### config.mk
export PLATFORM = sky130hd
export DESIGN_NAME = bus_arbiter
export DESIGN_NICKNAME = d
export VERILOG_FILES = /design/src/rtl/bus_arbiter.sv
export SDC_FILE = /design/constraint.sdc
export NUM_CORES = 1
export LEC_CHECK = 0
export CORE_ASPECT_RATIO = 1.1
export CORE_MARGIN = 2
export CORE_UTILIZATION = 60
export DETAILED_ROUTE_END_ITERATION = 8
export DONT_BUFFER_PORTS = 1
export PLACE_DENSITY_LB_ADDON = 0.05
export SKIP_CTS_REPAIR_TIMING = 1
export SYNTH_ARGS = -nofsm -noshare
export SYNTH_HDL_FRONTEND = slang
export SYNTH_SLANG_ARGS = --single-unit
### constraint.sdc
create_clock -name clk -period 2.14 [get_ports clk]
set_input_delay 0.428 -clock clk [delete_from_list [all_inputs] [get_ports clk]]
set_output_delay 0.428 -clock clk [all_outputs]
set_load 0.03 [all_outputs]
### src/rtl/bus_arbiter.sv
// Bus arbiter that hands the tv80s memory/IO bus to a DMA master.
// The arbiter requests the bus with busrq_n and waits for busak_n.
// Each grant is capped at MAX_BURST cycles. A CPU-owned cooldown window
// separates consecutive grants, and a request that is never acknowledged
// is abandoned after ACK_TIMEOUT cycles. Every output is a flop.
module bus_arbiter #(
    parameter int MAX_BURST   = 16,
    parameter int CPU_WINDOW  = 8,
    parameter int ACK_TIMEOUT = 64
) (
    input  logic       clk,
    input  logic       reset,
    input  logic       dma_req,
    output logic       dma_gnt,
    output logic       busrq_n,
    input  logic       busak_n,
    output logic       bus_sel,
    output logic       timeout_err,
    output logic [7:0] grant_count,
    output logic [2:0] state
);

    typedef enum logic [2:0] {
        ST_IDLE     = 3'd0,
        ST_REQ      = 3'd1,
        ST_GRANT    = 3'd2,
        ST_RELEASE  = 3'd3,
        ST_COOLDOWN = 3'd4
    } state_t;

    localparam logic [7:0] BURST_LAST  = 8'(MAX_BURST - 1);
    localparam logic [7:0] WAIT_LAST   = 8'(ACK_TIMEOUT - 1);
    localparam logic [7:0] WINDOW_LOAD = 8'(CPU_WINDOW);

    state_t     r_state;
    logic [7:0] r_wait_cnt;
    logic [7:0] r_burst_cnt;
    logic [7:0] r_window_cnt;
    logic [7:0] r_grant_count;
    logic       r_busrq_n;
    logic       r_dma_gnt;
    logic       r_bus_sel;
    logic       r_timeout_err;

    state_t     w_state_nxt;
    logic [7:0] w_wait_nxt;
    logic [7:0] w_burst_nxt;
    logic [7:0] w_window_nxt;
    logic       w_timeout;
    logic       w_grant_done;

    // Next-state, next-counter and event decode for the arbitration FSM.
    always_comb begin
        // NOTE: every signal gets a default before the case, so no path leaves one unassigned and no latch is inferred.
        w_state_nxt  = ST_IDLE;
        w_wait_nxt   = 8'd0;
        w_burst_nxt  = 8'd0;
        w_window_nxt = 8'd0;
        w_timeout    = 1'b0;
        w_grant_done = 1'b0;
        case (r_state)
            ST_IDLE: begin
                if (dma_req) w_state_nxt = ST_REQ;
            end
            ST_REQ: begin
                // An acknowledge beats the timeout, and the timeout beats a dropped request.
                if (!busak_n) begin
                    w_state_nxt = dma_req ? ST_GRANT : ST_RELEASE;
                end else if (r_wait_cnt == WAIT_LAST) begin
                    w_state_nxt = ST_IDLE;
                    w_timeout   = 1'b1;
                end else if (!dma_req) begin
                    w_state_nxt = ST_IDLE;
                end else begin
                    w_state_nxt = ST_REQ;
                    w_wait_nxt  = r_wait_cnt + 8'd1;
                end
            end
            ST_GRANT: begin
                // If busak_n deasserts, the core has reclaimed the bus; give it up at once.
                if (busak_n || !dma_req || (r_burst_cnt == BURST_LAST)) begin
                    w_state_nxt  = ST_RELEASE;
                    w_grant_done = 1'b1;
                end else begin
                    w_state_nxt = ST_GRANT;
                    w_burst_nxt = r_burst_cnt + 8'd1;
                end
            end
            ST_RELEASE: begin
                if (!busak_n) begin
                    w_state_nxt = ST_RELEASE;
                end else if (CPU_WINDOW == 0) begin
                    w_state_nxt = ST_IDLE;
                end else begin
                    w_state_nxt  = ST_COOLDOWN;
                    w_window_nxt = WINDOW_LOAD;
                end
            end
            ST_COOLDOWN: begin
                // dma_req is deliberately ignored here, so the CPU keeps its full window.
                if (r_window_cnt <= 8'd1) begin
                    w_state_nxt = ST_IDLE;
                end else begin
                    w_state_nxt  = ST_COOLDOWN;
                    w_window_nxt = r_window_cnt - 8'd1;
                end
            end
            default: w_state_nxt = ST_IDLE;
        endcase
    end

    // State, counters and outputs are registered; outputs are decoded from the next state.
    always_ff @(posedge clk) begin
        // NOTE: state flops use non-blocking assignments, so every flop samples pre-edge values.
        if (reset) begin
            r_state       <= ST_IDLE;
            r_wait_cnt    <= 8'd0;
            r_burst_cnt   <= 8'd0;
            r_window_cnt  <= 8'd0;
            r_grant_count <= 8'd0;
            r_busrq_n     <= 1'b1;
            r_dma_gnt     <= 1'b0;
            r_bus_sel     <= 1'b0;
            r_timeout_err <= 1'b0;
        end else begin
            r_state       <= w_state_nxt;
            r_wait_cnt    <= w_wait_nxt;
            r_burst_cnt   <= w_burst_nxt;
            r_window_cnt  <= w_window_nxt;
            if (w_grant_done && (r_grant_count != 8'hFF))
                r_grant_count <= r_grant_count + 8'd1;
            r_busrq_n     <= !((w_state_nxt == ST_REQ) || (w_state_nxt == ST_GRANT));
            r_dma_gnt     <= (w_state_nxt == ST_GRANT);
            r_bus_sel     <= (w_state_nxt == ST_GRANT);
            r_timeout_err <= w_timeout;
        end
    end

    assign dma_gnt     = r_dma_gnt;
    assign busrq_n     = r_busrq_n;
    assign bus_sel     = r_bus_sel;
    assign timeout_err = r_timeout_err;
    assign grant_count = r_grant_count;
    assign state       = r_state;

endmodule

==> results_dict.tcl <==
set metrics [dict create \
    viasPerCell 5.75 \
    syn_area_per_cell_um2 9.24 \
    drc 0 \
    worst-path-max-fanout 8 \
    post_drt_wl_per_cell_um 13.1 \
    cts-root-buf "clkbuf_4" \
    grt.busiest_layer "met2" \
    die_x_um 55.4 \
    arrival_ns 2.18 \
    first_pass_iters 4 \
    fin_area_mm2 0.00190 \
    tightest_slew_ns 0.653 \
    wirelength_mm 3.06 \
    dpl_cell_area_mm2 0.00182 \
    fillers 218 \
    synthTopCellsByArea "dfxtp_1, nor2_1, xor2_1" \
    worstSetupEndpointType "register" \
    grtUsageTotal_pct 20.6 \
    hold_violations 0 \
    slew_viol_final 0 \
    status "complete, no violations" \
    holdWs_ns 0.130 \
    clk_latency_ns 0.35 \
    setup_viol 0 \
    startpoint "r_burst_cnt[0]" \
    grt_setup_unrepaired "false" \
    cts-htree-levels 2 \
    cts_tree "yes" \
    power_density_mw_per_mm2 706 \
    initial_core_util_pct 62.8 \
    clkTransAtPathRegs_ns 0.12 \
    fin_util_pct 68.5 \
    clock_sinks 38 \
    area_growth_pct 8.96 \
    antenna_cells 0 \
    pin_count 19 \
    grt.met3_usage_pct 7.25 \
    drv_cap 0 \
    ys_async_sr_fraction_pct 0 \
    syn_nets 198 \
    grt_pass1_wl_mm 5.37 \
    yosysSeqAreaShare_pct 43.6 \
    fin_skew_ns 0.0103 \
    peakVddDrop_uv 946 \
    place_inst 226 \
    r2r-start "r_burst_cnt[0]" \
    netlist.area_leader.share_pct 43.6 \
    ys_warn_count 0 \
    crit_type "reg -> reg" \
    grt_util_met1_pct 21.6 \
    antenna_found_initial 0 \
    routed-via-count 1345 \
    synth_edf_count 0 \
    grt_use_met2_pct 37.9 \
    drive_gt1_share_pct 13.9 \
    nets 209 \
    hold_class "in -> reg" \
    relSlewSlack_pct 55.4 \
    fin_cells 234 \
    cts_buffers 5 \
    grt_max_degree 19 \
    gp_congestion 0.852 \
    required_ns 2.40 \
    postRouteAntennaNets 0 \
    portBuffers 0 \
    ys_dominant_reg_cell "dfxtp_1" \
    grt_pass1_vias 1308 \
    hold_path_startpoint "reset" \
    fp.dieH_um 60.6 \
    core_mm2 0.00278 \
    leakage_uw 0.000726 \
    synth-seq-cells 38 \
    tns_ns 0 \
    grt-ovfl-total 0 \
    drt_iter0_markers 66 \
    timing.final.crit_share_pct 89.9 \
    cp-start-kind "register" \
    die-area_mm2 0.00336 \
    syn_area_mm2 0.00175 \
    hpwl_mm 2.30 \
    cts_buffer_depth 2 \
    fmax_ghz 0.520 \
    synthesis.instances 189 \
    synth_largest_area_cell "dfxtp_1" \
    ys_types 48 \
    fin_crit_ns 1.92 \
    rows 20 \
]
## through the flow
stage               worst slack, ns  total power (uW)
CTS                           0.194              1360
detailed placement            0.204               883
floorplan                     0.267               867
global placement              0.264               880
global route                 0.0160              1390
finish                        0.216              1340
## per-layer routing
layer / part of all wire [%] / routed length, um
met1: 43 / 1330
met2: 51 / 1550
met3: 4.6 / 140
met4: 1.4 / 42
met5: 0 / 0
## state kept, by name, indices dropped and copies added, names as in the netlist
register      cells
grant_count       8
r_burst_cnt       8
r_wait_cnt        8
r_window_cnt      8
state             3
bus_sel           1
busrq_n           1
timeout_err       1
## layout make-up
class / instances / area, um^2 / share of cell area [%]
Clock buffer: 5 / 37.5 / 1.97
Clock inverter: 3 / 40.0 / 2.11
Inverter: 7 / 26.3 / 1.38
Multi-Input combinational cell: 139 / 928 / 48.8
Sequential cell: 38 / 761 / 40.0
Tap cell: 33 / 41.3 / 2.17
Timing Repair Buffer: 9 / 67.6 / 3.55
## power breakdown
part           internal, uW  switching [uW]  leakage, uW
registers               723            37.4     0.000307
clock network           242             234    0.0000450
logic                  48.5            57.2     0.000374
total                  1010             329     0.000726
## logic make-up (layout without fill, tap and decap cells)
| logic type | after synthesis | count (layout) | share of synthesized area (%) |
|---|---|---|---|
| xor+xnor | 18 | 18 | 9.03 |
| simple gates | 87 | 87 | 26.8 |
| buf+inv | 12 | 24 | 3.23 |
| mux | 5 | 5 | 3.08 |
| flops | 38 | 38 | 43.6 |
| compound gates | 24 | 24 | 10.7 |
| fa+ha+maj | 5 | 5 | 3.58 |
## critical path, stage by stage (launching register included)
cell and delay [ns]:
dfxtp_1 0.37, ha_1 0.20, and3_1 0.26, a21boi_1 0.19, a311oi_1 0.44, mux2_2 0.38
## synth_stat cells (4+ instances only)
master	count
inv_1	7
nand2b_1	5
ha_1	5
xor2_1	10
nand3_1	12
nor2_1	33
xnor2_1	8
nor2b_1	7
a21oi_1	4
dfxtp_1	38
nand2_1	4
## cell usage in the layout, fill, tap and decap left out, drive strengths merged, types with 2 or more instances in the layout
cell type	Yosys	layout
and2	2	2
nand3	12	12
nor2	33	33
clkinv	0	2
nand2b	5	5
dfxtp	38	38
or3	2	2
nand4	3	3
mux2i	2	2
a311oi	3	3
and4	2	2
nor2b	7	7
a31oi	3	3
a21oi	4	4
a21boi	2	2
xnor2	8	8
or4	2	2
mux2	3	3
clkbuf	3	5
nor4	3	3
nor3	2	2
buf	2	9
nand2	4	4
and3	3	3
inv	7	7
xor2	10	10
o311ai	2	2
ha	5	5
## worst paths after layout
check              endpoint  slack, ns  cells past startpoint
max reg2reg  grant_count[0]       0.22                      5
min reg2reg  r_burst_cnt[0]       0.46                      1
max          grant_count[0]       0.22                      5
min          grant_count[7]       0.13                      1
(Power assumes the default switching activity.)
